[config.mk]
export PLATFORM = sky130hd
export DESIGN_NAME = control_unit
export DESIGN_NICKNAME = d
export VERILOG_FILES = /design/src/rtl/control_pkg.sv /design/src/rtl/alu_decoder.sv /design/src/rtl/control_unit.sv
export SDC_FILE = /design/constraint.sdc
export NUM_CORES = 1
export LEC_CHECK = 0
export ABC_AREA = 1
export CAP_MARGIN = 20
export CORE_MARGIN = 1.5
export CORE_UTILIZATION = 44
export CTS_BUF_LIST = sky130_fd_sc_hd__clkbuf_2
export CTS_CLUSTER_SIZE = 28
export DETAILED_ROUTE_END_ITERATION = 7
export PLACE_DENSITY = 0.82
export SYNTH_ARGS = -nofsm -noshare
export SYNTH_HDL_FRONTEND = slang
export SYNTH_SLANG_ARGS = --single-unit
[constraint.sdc]
create_clock -name clk -period 2.4 [get_ports clk]
set_clock_uncertainty 0.2 [all_clocks]
set_input_delay 0.72 -clock clk [delete_from_list [all_inputs] [get_ports clk]]
set_output_delay 0.72 -clock clk [all_outputs]
set_load 0.05 [all_outputs]
[src/rtl/control_pkg.sv]
`default_nettype none
// +----------------------------------------------------------------------+
// | control_pkg                                                          |
// | Shared encodings for the multicycle RV32I+Zicsr controller: FSM      |
// | states, opcodes, ALU operation codes and datapath select values.     |
// | Revision: 1.0                                                        |
// +----------------------------------------------------------------------+
package control_pkg;

    // FSM state encodings
    localparam logic [3:0] S_FETCH     = 4'd0;
    localparam logic [3:0] S_DECODE    = 4'd1;
    localparam logic [3:0] S_MEM_ADDR  = 4'd2;
    localparam logic [3:0] S_MEM_READ  = 4'd3;
    localparam logic [3:0] S_MEM_WB    = 4'd4;
    localparam logic [3:0] S_MEM_WRITE = 4'd5;
    localparam logic [3:0] S_EXECUTE   = 4'd6;
    localparam logic [3:0] S_ALU_WB    = 4'd7;
    localparam logic [3:0] S_BRANCH    = 4'd8;
    localparam logic [3:0] S_JUMP      = 4'd9;
    localparam logic [3:0] S_LINK      = 4'd10;
    localparam logic [3:0] S_CSR       = 4'd11;

    // Major opcodes
    localparam logic [6:0] OPC_LOAD   = 7'b0000011;
    localparam logic [6:0] OPC_STORE  = 7'b0100011;
    localparam logic [6:0] OPC_OP     = 7'b0110011;
    localparam logic [6:0] OPC_OP_IMM = 7'b0010011;
    localparam logic [6:0] OPC_LUI    = 7'b0110111;
    localparam logic [6:0] OPC_AUIPC  = 7'b0010111;
    localparam logic [6:0] OPC_BRANCH = 7'b1100011;
    localparam logic [6:0] OPC_JAL    = 7'b1101111;
    localparam logic [6:0] OPC_JALR   = 7'b1100111;
    localparam logic [6:0] OPC_SYSTEM = 7'b1110011;
    localparam logic [6:0] OPC_FENCE  = 7'b0001111;

    // ALU operation codes
    localparam logic [4:0] ALU_ADD   = 5'b00000;
    localparam logic [4:0] ALU_SUB   = 5'b00001;
    localparam logic [4:0] ALU_AND   = 5'b00010;
    localparam logic [4:0] ALU_OR    = 5'b00011;
    localparam logic [4:0] ALU_XOR   = 5'b00100;
    localparam logic [4:0] ALU_SLL   = 5'b00101;
    localparam logic [4:0] ALU_SLT   = 5'b00110;
    localparam logic [4:0] ALU_SLTU  = 5'b00111;
    localparam logic [4:0] ALU_SRL   = 5'b01000;
    localparam logic [4:0] ALU_SRA   = 5'b01001;
    localparam logic [4:0] ALU_CSRRW = 5'b10000;
    localparam logic [4:0] ALU_CSRRS = 5'b10001;
    localparam logic [4:0] ALU_CSRRC = 5'b10010;

    // ALU operand A select
    localparam logic [2:0] SRC1_PC    = 3'b000;
    localparam logic [2:0] SRC1_OLDPC = 3'b001;
    localparam logic [2:0] SRC1_RS1   = 3'b010;
    localparam logic [2:0] SRC1_ZERO  = 3'b011;
    localparam logic [2:0] SRC1_ZIMM  = 3'b100;

    // ALU operand B select
    localparam logic [1:0] SRC2_RS2   = 2'b00;
    localparam logic [1:0] SRC2_IMM   = 2'b01;
    localparam logic [1:0] SRC2_FOUR  = 2'b10;
    localparam logic [1:0] SRC2_CSR   = 2'b11;

    // Result bus select
    localparam logic [1:0] RES_ALU_RESULT = 2'b00;
    localparam logic [1:0] RES_ALU_OUT    = 2'b01;
    localparam logic [1:0] RES_MEM_DATA   = 2'b10;
    localparam logic [1:0] RES_CSR_RDATA  = 2'b11;

    // Immediate format select
    localparam logic [2:0] IMM_I = 3'b000;
    localparam logic [2:0] IMM_S = 3'b001;
    localparam logic [2:0] IMM_B = 3'b010;
    localparam logic [2:0] IMM_U = 3'b011;
    localparam logic [2:0] IMM_J = 3'b100;

    // Branch condition from func_3 and the ALU flags of RS1-RS2.
    // Encodings 010/011 are reserved and report not-taken here; the
    // controller flags them illegal separately.
    function automatic logic branch_taken(input logic [2:0] func_3,
                                          input logic       zero,
                                          input logic       slt,
                                          input logic       sltu);
        logic taken;
        case (func_3)
            3'b000:  taken = zero;
            3'b001:  taken = !zero;
            3'b100:  taken = slt;
            3'b101:  taken = !slt;
            3'b110:  taken = sltu;
            3'b111:  taken = !sltu;
            default: taken = 1'b0;
        endcase
        return taken;
    endfunction

endpackage
`default_nettype wire

[src/rtl/alu_decoder.sv]
`default_nettype none
// +----------------------------------------------------------------------+
// | alu_decoder                                                          |
// | Combinational map from (opcode, func_3, instr[30]) to the 5-bit ALU  |
// | operation code for register, immediate and CSR instructions.         |
// | Revision: 1.0                                                        |
// +----------------------------------------------------------------------+
module alu_decoder
    import control_pkg::*;
(
    input  logic [6:0] op,
    input  logic [2:0] func_3,
    input  logic       func_7_5,
    output logic [4:0] alu_control
);

    // Only OP uses instr[30] to pick SUB; OP-IMM uses it only for SRAI
    logic sub_sel;
    assign sub_sel = (op == OPC_OP) && func_7_5;

    // Operation select by instruction class and function fields
    always_comb begin
        alu_control = ALU_ADD;
        if (op == OPC_OP || op == OPC_OP_IMM) begin
            case (func_3)
                3'b000:  alu_control = sub_sel  ? ALU_SUB : ALU_ADD;
                3'b001:  alu_control = ALU_SLL;
                3'b010:  alu_control = ALU_SLT;
                3'b011:  alu_control = ALU_SLTU;
                3'b100:  alu_control = ALU_XOR;
                3'b101:  alu_control = func_7_5 ? ALU_SRA : ALU_SRL;
                3'b110:  alu_control = ALU_OR;
                default: alu_control = ALU_AND;
            endcase
        end else if (op == OPC_SYSTEM) begin
            case (func_3[1:0])
                2'b01:   alu_control = ALU_CSRRW;
                2'b10:   alu_control = ALU_CSRRS;
                2'b11:   alu_control = ALU_CSRRC;
                default: alu_control = ALU_ADD;
            endcase
        end else if (op == OPC_BRANCH) begin
            alu_control = ALU_SUB;
        end
    end

endmodule
`default_nettype wire

[src/rtl/control_unit.sv]
`default_nettype none
// +----------------------------------------------------------------------+
// | control_unit                                                         |
// | Multicycle RV32I+Zicsr main controller. Sequences fetch, decode,     |
// | execute, memory and writeback over a shared memory port and drives   |
// | the ALU operation code, datapath selects and write strobes.          |
// | Revision: 1.0                                                        |
// +----------------------------------------------------------------------+
module control_unit
    import control_pkg::*;
(
    input  logic       clk,
    input  logic       i_rst,
    input  logic [6:0] i_op,
    input  logic [2:0] i_func_3,
    input  logic       i_func_7_5,
    input  logic       i_zero_flag,
    input  logic       i_slt_flag,
    input  logic       i_sltu_flag,
    input  logic       i_mem_done,
    output logic [4:0] o_alu_control,
    output logic [2:0] o_alu_src_1,
    output logic [1:0] o_alu_src_2,
    output logic [1:0] o_result_src,
    output logic [2:0] o_imm_src,
    output logic       o_pc_write,
    output logic       o_instr_write,
    output logic       o_reg_write,
    output logic       o_csr_write,
    output logic       o_mem_read_req,
    output logic       o_mem_write_req,
    output logic       o_illegal_instr,
    output logic       o_retire
);

    logic [3:0] state;
    logic [3:0] next_state;
    logic [4:0] dec_alu_control;
    logic       is_load;
    logic       branch_illegal;
    logic       csr_illegal;

    assign is_load        = (i_op == OPC_LOAD);
    assign branch_illegal = (i_func_3[2:1] == 2'b01);
    assign csr_illegal    = (i_func_3[1:0] == 2'b00);

    alu_decoder u_alu_decoder (
        .op          (i_op),
        .func_3      (i_func_3),
        .func_7_5    (i_func_7_5),
        .alu_control (dec_alu_control)
    );

    // State register; reset always lands in FETCH
    always_ff @(posedge clk) begin
        if (i_rst) begin
            state <= S_FETCH;
        end else begin
            state <= next_state;
        end
    end

    // Next-state and output decode; reset overrides everything to idle
    always_comb begin
        next_state      = state;
        o_alu_control   = ALU_ADD;
        o_alu_src_1     = SRC1_PC;
        o_alu_src_2     = SRC2_RS2;
        o_result_src    = RES_ALU_RESULT;
        o_imm_src       = IMM_I;
        o_pc_write      = 1'b0;
        o_instr_write   = 1'b0;
        o_reg_write     = 1'b0;
        o_csr_write     = 1'b0;
        o_mem_read_req  = 1'b0;
        o_mem_write_req = 1'b0;
        o_illegal_instr = 1'b0;
        o_retire        = 1'b0;

        case (state)
            S_FETCH: begin
                // PC+4 is written back the same cycle the instruction lands
                o_mem_read_req = 1'b1;
                o_alu_src_1    = SRC1_PC;
                o_alu_src_2    = SRC2_FOUR;
                o_alu_control  = ALU_ADD;
                if (i_mem_done) begin
                    o_instr_write = 1'b1;
                    o_pc_write    = 1'b1;
                    next_state    = S_DECODE;
                end
            end

            S_DECODE: begin
                // Speculatively compute the branch/JAL target into ALU_OUT
                o_alu_src_1   = SRC1_OLDPC;
                o_alu_src_2   = SRC2_IMM;
                o_imm_src     = (i_op == OPC_JAL) ? IMM_J : IMM_B;
                o_alu_control = ALU_ADD;
                case (i_op)
                    OPC_LOAD, OPC_STORE:
                        next_state = S_MEM_ADDR;
                    OPC_OP, OPC_OP_IMM, OPC_LUI, OPC_AUIPC:
                        next_state = S_EXECUTE;
                    OPC_BRANCH:
                        next_state = S_BRANCH;
                    OPC_JAL, OPC_JALR:
                        next_state = S_JUMP;
                    OPC_SYSTEM: begin
                        if (i_func_3 != 3'b000) begin
                            next_state = S_CSR;
                        end else begin
                            o_illegal_instr = 1'b1;
                            o_retire        = 1'b1;
                            next_state      = S_FETCH;
                        end
                    end
                    OPC_FENCE: begin
                        o_retire   = 1'b1;
                        next_state = S_FETCH;
                    end
                    default: begin
                        o_illegal_instr = 1'b1;
                        o_retire        = 1'b1;
                        next_state      = S_FETCH;
                    end
                endcase
            end

            S_MEM_ADDR: begin
                o_alu_src_1   = SRC1_RS1;
                o_alu_src_2   = SRC2_IMM;
                o_imm_src     = is_load ? IMM_I : IMM_S;
                o_alu_control = ALU_ADD;
                next_state    = is_load ? S_MEM_READ : S_MEM_WRITE;
            end

            S_MEM_READ: begin
                o_mem_read_req = 1'b1;
                if (i_mem_done) begin
                    next_state = S_MEM_WB;
                end
            end

            S_MEM_WB: begin
                o_reg_write  = 1'b1;
                o_result_src = RES_MEM_DATA;
                o_retire     = 1'b1;
                next_state   = S_FETCH;
            end

            S_MEM_WRITE: begin
                // A store retires in the cycle its write completes
                o_mem_write_req = 1'b1;
                if (i_mem_done) begin
                    o_retire   = 1'b1;
                    next_state = S_FETCH;
                end
            end

            S_EXECUTE: begin
                o_alu_control = dec_alu_control;
                case (i_op)
                    OPC_OP: begin
                        o_alu_src_1 = SRC1_RS1;
                        o_alu_src_2 = SRC2_RS2;
                    end
                    OPC_OP_IMM: begin
                        o_alu_src_1 = SRC1_RS1;
                        o_alu_src_2 = SRC2_IMM;
                        o_imm_src   = IMM_I;
                    end
                    OPC_LUI: begin
                        o_alu_src_1   = SRC1_ZERO;
                        o_alu_src_2   = SRC2_IMM;
                        o_imm_src     = IMM_U;
                        o_alu_control = ALU_ADD;
                    end
                    default: begin
                        o_alu_src_1   = SRC1_OLDPC;
                        o_alu_src_2   = SRC2_IMM;
                        o_imm_src     = IMM_U;
                        o_alu_control = ALU_ADD;
                    end
                endcase
                next_state = S_ALU_WB;
            end

            S_ALU_WB: begin
                o_reg_write  = 1'b1;
                o_result_src = RES_ALU_OUT;
                o_retire     = 1'b1;
                next_state   = S_FETCH;
            end

            S_BRANCH: begin
                // Compare RS1-RS2; the target already sits in ALU_OUT
                o_alu_src_1   = SRC1_RS1;
                o_alu_src_2   = SRC2_RS2;
                o_alu_control = ALU_SUB;
                o_result_src  = RES_ALU_OUT;
                o_retire      = 1'b1;
                next_state    = S_FETCH;
                if (branch_illegal) begin
                    o_illegal_instr = 1'b1;
                end else begin
                    o_pc_write = branch_taken(i_func_3, i_zero_flag,
                                              i_slt_flag, i_sltu_flag);
                end
            end

            S_JUMP: begin
                o_pc_write = 1'b1;
                if (i_op == OPC_JALR) begin
                    o_alu_src_1   = SRC1_RS1;
                    o_alu_src_2   = SRC2_IMM;
                    o_imm_src     = IMM_I;
                    o_alu_control = ALU_ADD;
                    o_result_src  = RES_ALU_RESULT;
                end else begin
                    o_result_src  = RES_ALU_OUT;
                end
                next_state = S_LINK;
            end

            S_LINK: begin
                // Link value is the old PC plus four
                o_alu_src_1   = SRC1_OLDPC;
                o_alu_src_2   = SRC2_FOUR;
                o_alu_control = ALU_ADD;
                o_result_src  = RES_ALU_RESULT;
                o_reg_write   = 1'b1;
                o_retire      = 1'b1;
                next_state    = S_FETCH;
            end

            S_CSR: begin
                o_alu_src_1   = i_func_3[2] ? SRC1_ZIMM : SRC1_RS1;
                o_alu_src_2   = SRC2_CSR;
                o_alu_control = dec_alu_control;
                o_result_src  = RES_CSR_RDATA;
                o_retire      = 1'b1;
                next_state    = S_FETCH;
                if (csr_illegal) begin
                    o_illegal_instr = 1'b1;
                end else begin
                    o_csr_write = 1'b1;
                    o_reg_write = 1'b1;
                end
            end

            default: begin
                next_state = S_FETCH;
            end
        endcase

        if (i_rst) begin
            next_state      = S_FETCH;
            o_alu_control   = ALU_ADD;
            o_alu_src_1     = SRC1_PC;
            o_alu_src_2     = SRC2_RS2;
            o_result_src    = RES_ALU_RESULT;
            o_imm_src       = IMM_I;
            o_pc_write      = 1'b0;
            o_instr_write   = 1'b0;
            o_reg_write     = 1'b0;
            o_csr_write     = 1'b0;
            o_mem_read_req  = 1'b0;
            o_mem_write_req = 1'b0;
            o_illegal_instr = 1'b0;
            o_retire        = 1'b0;
        end
    end

endmodule
`default_nettype wire

==> results of run 1 <==
-- cell usage after synthesis --
| cell type | n |
|---|---|
| nor4_1 | 3 |
| nand2_2 | 5 |
| a211oi_1 | 1 |
| nor3_2 | 1 |
| o21ai_0 | 5 |
| o21ai_2 | 1 |
| nor2_4 | 4 |
| a21oi_1 | 18 |
| dfxtp_1 | 4 |
| or2_2 | 1 |
| nand2_1 | 46 |
| o21bai_4 | 1 |
| o211ai_1 | 3 |
| nand4_1 | 2 |
| nor2_2 | 3 |
| inv_2 | 6 |
| nor3_1 | 3 |
| clkbuf_1 | 3 |
| nor2_1 | 32 |
| nand3b_1 | 1 |
| o21ai_1 | 2 |
| nand3_1 | 15 |
| inv_1 | 27 |
| a31oi_1 | 4 |
-- cell families after synthesis --
logic type / after synthesis / synth area share
AND/OR/NAND/NOR: 116 / 0.558
buffers and inverters: 36 / 0.141
AO/OA/AOI/OAI: 35 / 0.217
flip-flops: 4 / 0.0838
-- stage by stage --
stage                   hold slack (ns)  instances
after floorplan                   0.301        191
after global placement            0.320        300
==> metrics, run 1 <==
outcome=aborted with a tool error; Stop stage=detailed placement (3_5_place_dp); stop err=[ERROR DPL-0038] Utilization greater than 100%, impossible to legalize; GPL Wtd Cong=0.976; # IOs=40; ranking of synthesized cells by area=nand2_1 18%, nor2_1 13%, inv_1 11%; cell taking the most area after synthesis=nand2_1; share of the synthesized area in the top cell type=0.181; FP Rows=16; area of the mapped netlist=956 µm²; die height=49.6 µm; chip width=49.6 µm; sequential fraction of the synthesis area=0.0838; number of I/O port buffers=39; Yosys Warn Count=0; Syn Inst Count=191; Synth Area per Inst=5.00 µm²; Initial Util=0.478; #FFs+latches synth=4; Post-Syn Nets=208; unique cell type count in the Yosys netlist=24
==> run 2: changes to the inputs <==
--- a/config.mk
+++ b/config.mk
@@ -7,12 +7,10 @@
 export LEC_CHECK = 0
 export ABC_AREA = 1
 export CAP_MARGIN = 20
-export CORE_MARGIN = 1.5
-export CORE_UTILIZATION = 44
-export CTS_BUF_LIST = sky130_fd_sc_hd__clkbuf_2
-export CTS_CLUSTER_SIZE = 28
+export CORE_AREA = 2 2 63 65
 export DETAILED_ROUTE_END_ITERATION = 7
-export PLACE_DENSITY = 0.82
+export DIE_AREA = 0 0 65 67
+export PLACE_DENSITY_LB_ADDON = 0.15
 export SYNTH_ARGS = -nofsm -noshare
 export SYNTH_HDL_FRONTEND = slang
 export SYNTH_SLANG_ARGS = --single-unit
==> metrics, run 2 <==
WHS Path Cells=2; drt drc=0; final cell count without fillers=347; FP Rows=22; critical path class=in2out; Die ar.=4360 µm²; slowest CP cell=o21bai_4; Syn-to-layout area delta=209%; DP Worst Slack=-0.865 ns; die height=67 µm; FF-to-FF setup slack=0.70 ns; Arr. time, crit path=1.87 ns; Diodes inserted=0; setup slack after layout=-0.394 ns; Max-Cap Viols=0; pwr dens=209 nW/µm²; worst IR drop on VDD=0.385 mV; Final Setup Violations=19; r2r endpoint=state[2]$_SDFFE_PP0P_; Syn Inst Count=191; #FFs+latches synth=4; cell taking the most area after synthesis=nand2_1; most frequent cells in the layout=51 x buf_4, 32 x nand2_1, 30 x buf_12; Initial Util=0.265; initial antenna violation count=0; grt ovf=0; chip width=65 µm; area of the multi-input gates=1260 µm²; Top Registers=state (4); Final Net Count=318; cells on worst reg2reg path=10; worst-margin pin slew=0.396 ns; layout cells sized above 1=0.689; ranking of synthesized cells by area=nand2_1 18%, nor2_1 13%, inv_1 11%; Worst Path Required=1.48 ns; core footprint=3610 µm²; share of the synthesized area in the top cell type=0.181; GPL Wtd Cong=0.852; failing checks=setup timing; unique cell type count in the Yosys netlist=24; Biggest register=state; H-tree depth=1; Detailed Route Iter0 Violations=58; CTS tree=done; Top delay family on crit path=simple AND/OR/NAND/NOR gates; most common cell after layout, fill and taps aside=buf_4; synth cell count leaders=46 x nand2_1, 32 x nor2_1, 27 x inv_1, 18 x a21oi_1, 15 x nand3_1; register area=92.6 µm²; outcome=complete, but fails checks; Hold Vio Cnt, Final=0; EDFF count, synth=0; Final Max Slew Viols=0; vias in the first global route=1673; Synth Area per Inst=5.00 µm²; Skew-Pair Late Insertion Delay=0.22 ns; Total GRT Usage=0.218; Yosys Warn Count=0; clock buffer depth=2; RSZ-0062 raised after global routing=true; r2r startpoint=state[1]$_SDFFE_PP0P_; min Tclk post-route=2.79 ns; CP peak stage delay=0.21 ns; Antenna Nets Post-Route=0; Tot Pwr=615 µW; Largest register FFs=4; fmax=0.358 GHz; Post-Syn Nets=208; crit share post-route=1.16; Worst Hold End=state[0]$_SDFFE_PP0P_; # IOs=40; Leak=0.00129 µW; detailed placement HPWL=3.31 mm; placed instance count=328; Hold WC Path Type=reg2reg; WL/cell=14.2 µm; Slew headroom=0.735; TritonCTS Buffers=3; routed vias=1691; First-pass DRT Iterations=4; Finished Cell Area=2950 µm²; first-pass GRT wire length=7.47 mm; clock slew at reported path FFs=0.03 ns; final core occ=0.818; Setup crit end kind=output port; drt via density=4.87; worst-path fanout max=4; Filler cells=220; area of the mapped netlist=956 µm²; Synth Flop Type=dfxtp_1; CTS sink cnt=4; most frequent cell after synthesis=nand2_1; WL final=4.92 mm; worst-path cell chain=buf_12 > inv_12 > nand2_4 > nor2_4 > nand2_4 > o21bai_4 > nor2_2 > nand2_2 > a21oi_4 > buf_12; ys async rst share=0; Placed Area=2460 µm²; hold wc startpoint=state[0]$_SDFFE_PP0P_; number of I/O port buffers=39; buffers plus inverters on the worst setup path=3; Root Buffer=clkbuf_8; sequential fraction of the synthesis area=0.0838; largest net degree at the start of global routing=17; Worst Setup Start Kind=input port
run 2: routing by layer:
metal | track usage | share of wire | up-vias
met2 | 0.409 | 0.54 | 51
met3 | 0.0270 | 0.037 | 6
li1 | - | - | 841
met1 | 0.272 | 0.41 | 793
met4 | 0.0239 | 0.013 | 0
met5 | 0 | 0 | -
run 2: per-stage QoR:
stage	hold WS [ns]	TNS [ns]
after floorplan	0.301	-2.08
final	0.348	-4.24
after CTS	0.311	-5.54
after global routing	0.377	-5.20
after detailed placement	0.335	-13.87
after global placement	0.320	-13.65
run 2: timing repair:
item / 4_1_cts / 5_1_grt
cloned: 0 / 1
setup endpoints to repair: 22 / 23
setup buffers: 10 / 10
hold buffers: 0 / 0
pin swaps: 37 / 27
resized for setup: 100 / 57
run 2: worst max-delay path by stage:
stage | start | end | slack [ns] | cells past startpoint
floorplan | i_op[2] | o_alu_control[2] | -0.34 | 6
global placement | i_op[2] | o_alu_control[0] | -0.85 | 11
detailed placement | i_func_3[0] | o_illegal_instr | -0.87 | 11
CTS | i_op[3] | o_alu_control[0] | -0.48 | 11
global route | i_op[3] | o_alu_control[0] | -0.44 | 10
finish | i_op[3] | o_alu_control[0] | -0.39 | 10
run 2: report_power, final:
| group | total [µW] | switching [µW] | internal [µW] |
|---|---|---|---|
| sequential | 73.3 | 5.27 | 68.1 |
| combinational | 403 | 211 | 193 |
| clock | 139 | 32.0 | 107 |
run 2: worst reg2reg max path, cell delays in order (launching register included):
cell and delay, ns:
dfxtp_2 0.36, inv_1 0.08, nor2_2 0.14, inv_1 0.10, nor2_2 0.18, buf_4 0.16
o21ai_4 0.06, buf_4 0.13, nand2_1 0.04, o21ai_0 0.07, a21oi_1 0.12
run 2: layout make-up:
class | count | share of cell area
Multi-Input combinational cell | 151 | 0.429
Clock buffer | 3 | 0.0140
Inverter | 33 | 0.0675
Tap cell | 48 | 0.0204
Timing Repair Buffer | 108 | 0.438
Sequential cell | 4 | 0.0314
run 2: cells by family (layout without fill, tap and decap cells):
family / after synthesis / after routing / synth area share
and+or+nand+nor: 116 / 116 / 0.558
buffers and inverters: 36 / 144 / 0.141
AOI/OAI and AO/OA: 35 / 35 / 0.217
DFF: 4 / 4 / 0.0838
No activity file was read; power rests on OpenSTA's default activity.
==> run 3: changes to the inputs <==
--- a/config.mk
+++ b/config.mk
@@ -8,6 +8,7 @@
 export ABC_AREA = 1
 export CAP_MARGIN = 20
 export CORE_AREA = 2 2 63 65
+export CTS_BUF_LIST = sky130_fd_sc_hd__clkbuf_16
 export DETAILED_ROUTE_END_ITERATION = 7
 export DIE_AREA = 0 0 65 67
 export PLACE_DENSITY_LB_ADDON = 0.15
==> metrics, run 3 (synthesized netlist as in run 2, its figures left out) <==
outcome=complete, but fails checks; failing checks=setup timing; Slew headroom=0.716; Arr. time, crit path=1.89 ns; FF-to-FF setup slack=0.66 ns; Total GRT Usage=0.226; Leak=0.00130 µW; first-pass GRT wire length=7.57 mm; cells on worst reg2reg path=10; Hold WC Path Type=reg2reg; pwr dens=246 nW/µm²; worst IR drop on VDD=0.430 mV; fmax=0.356 GHz; register area=92.6 µm²; Setup crit end kind=output port; Worst Hold End=state[0]$_SDFFE_PP0P_; min Tclk post-route=2.81 ns; die height=67 µm; Skew-Pair Late Insertion Delay=0.22 ns; initial antenna violation count=0; Diodes inserted=0; Largest register FFs=4; drt via density=4.90; TritonCTS Buffers=3; most common cell after layout, fill and taps aside=buf_4; grt ovf=0; Finished Cell Area=2990 µm²; routed vias=1701; Top Registers=state (4); Filler cells=207; Detailed Route Iter0 Violations=105; Initial Util=0.265; core footprint=3610 µm²; Syn-to-layout area delta=213%; Post-CTS Hold Buffers=0; worst-margin pin slew=0.424 ns; Worst Path Required=1.48 ns; number of I/O port buffers=39; Max-Cap Viols=0; RSZ-0062 raised after global routing=true; Final Max Slew Viols=0; placed instance count=328; crit share post-route=1.17; Final Setup Violations=19; Worst Setup Start Kind=input port; GPL Wtd Cong=0.852; WL final=5.14 mm; WL/cell=14.8 µm; detailed placement HPWL=3.31 mm; Die ar.=4360 µm²; r2r endpoint=state[2]$_SDFFE_PP0P_; setup slack after layout=-0.410 ns; r2r startpoint=state[1]$_SDFFE_PP0P_; vias in the first global route=1686; CTS sink cnt=4; chip width=65 µm; # IOs=40; Root Buffer=clkbuf_16; Biggest register=state; drt drc=0; Min Hold Slack=0.344 ns; clock slew at reported path FFs=0.03 ns; Placed Area=2460 µm²; largest net degree at the start of global routing=17; clock buffer depth=2; First-pass DRT Iterations=4; WHS Path Cells=2; FP Rows=22; hold wc startpoint=state[0]$_SDFFE_PP0P_; worst-path fanout max=4; final cell count without fillers=347; Hold Vio Cnt, Final=0; critical path class=in2out; area of the multi-input gates=1270 µm²; H-tree depth=1; Final Net Count=318; most frequent cells in the layout=51 x buf_4, 32 x nand2_1, 30 x buf_12; CTS tree=done; Antenna Nets Post-Route=0; layout cells sized above 1=0.692
## run 3: final cells by class
cell class / instances / share of cell area
Multi-Input combinational cell: 151 / 0.424
Inverter: 33 / 0.0666
Sequential cell: 4 / 0.0310
Timing Repair Buffer: 108 / 0.433
Tap cell: 48 / 0.0201
Clock buffer: 3 / 0.0251
## run 3: worst max-delay path by stage
stage                            from          endpoint  depth (start not counted)  slack [ns]
after floorplan               i_op[2]  o_alu_control[2]                          6       -0.34
after global placement        i_op[2]  o_alu_control[0]                         11       -0.85
after detailed placement  i_func_3[0]   o_illegal_instr                         11       -0.87
after CTS                     i_op[3]  o_alu_control[0]                         11       -0.48
after global routing          i_op[3]  o_alu_control[0]                         10       -0.45
final                         i_op[3]  o_alu_control[0]                         10       -0.41
## run 3: what timing repair did
action	CTS	global route
pin swaps	37	27
setup endpoints to repair	22	23
cloned	0	1
setup buffers	10	10
gates resized for setup	100	59
## run 3: worst max-delay path, cell delays in order
cell	delay [ns]
buf_12	0.12
inv_12	0.05
nand2_4	0.04
nor2_4	0.15
nand2_4	0.08
o21bai_4	0.21
nor2_2	0.12
nand2_2	0.08
a21oi_4	0.16
buf_12	0.16
## run 3: per-layer routing
| metal | GRT usage | wire, µm | vias up |
|---|---|---|---|
| met2 | 0.418 | 2720 | 62 |
| li1 | - | - | 837 |
| met4 | 0.0479 | 133 | 0 |
| met3 | 0.0321 | 249 | 12 |
| met5 | 0 | 0 | - |
| met1 | 0.275 | 2040 | 790 |
## run 3: per-stage QoR
step	setup TNS, ns	total power [µW]	utilization	worst slack [ns]
after floorplan	-2.08	254	-	-0.340
after global placement	-13.65	420	0.681	-0.854
after detailed placement	-13.87	422	0.681	-0.865
after CTS	-5.54	704	0.762	-0.475
after global routing	-5.24	768	0.829	-0.446
final	-4.26	735	0.829	-0.410
## run 3: where the power goes
| part | switching, µW | internal [µW] | leakage (µW) |
|---|---|---|---|
| combinational | 213 | 193 | 0.00123 |
| sequential | 5.19 | 68.1 | 0.0000352 |
| clock | 43.7 | 213 | 0.0000370 |
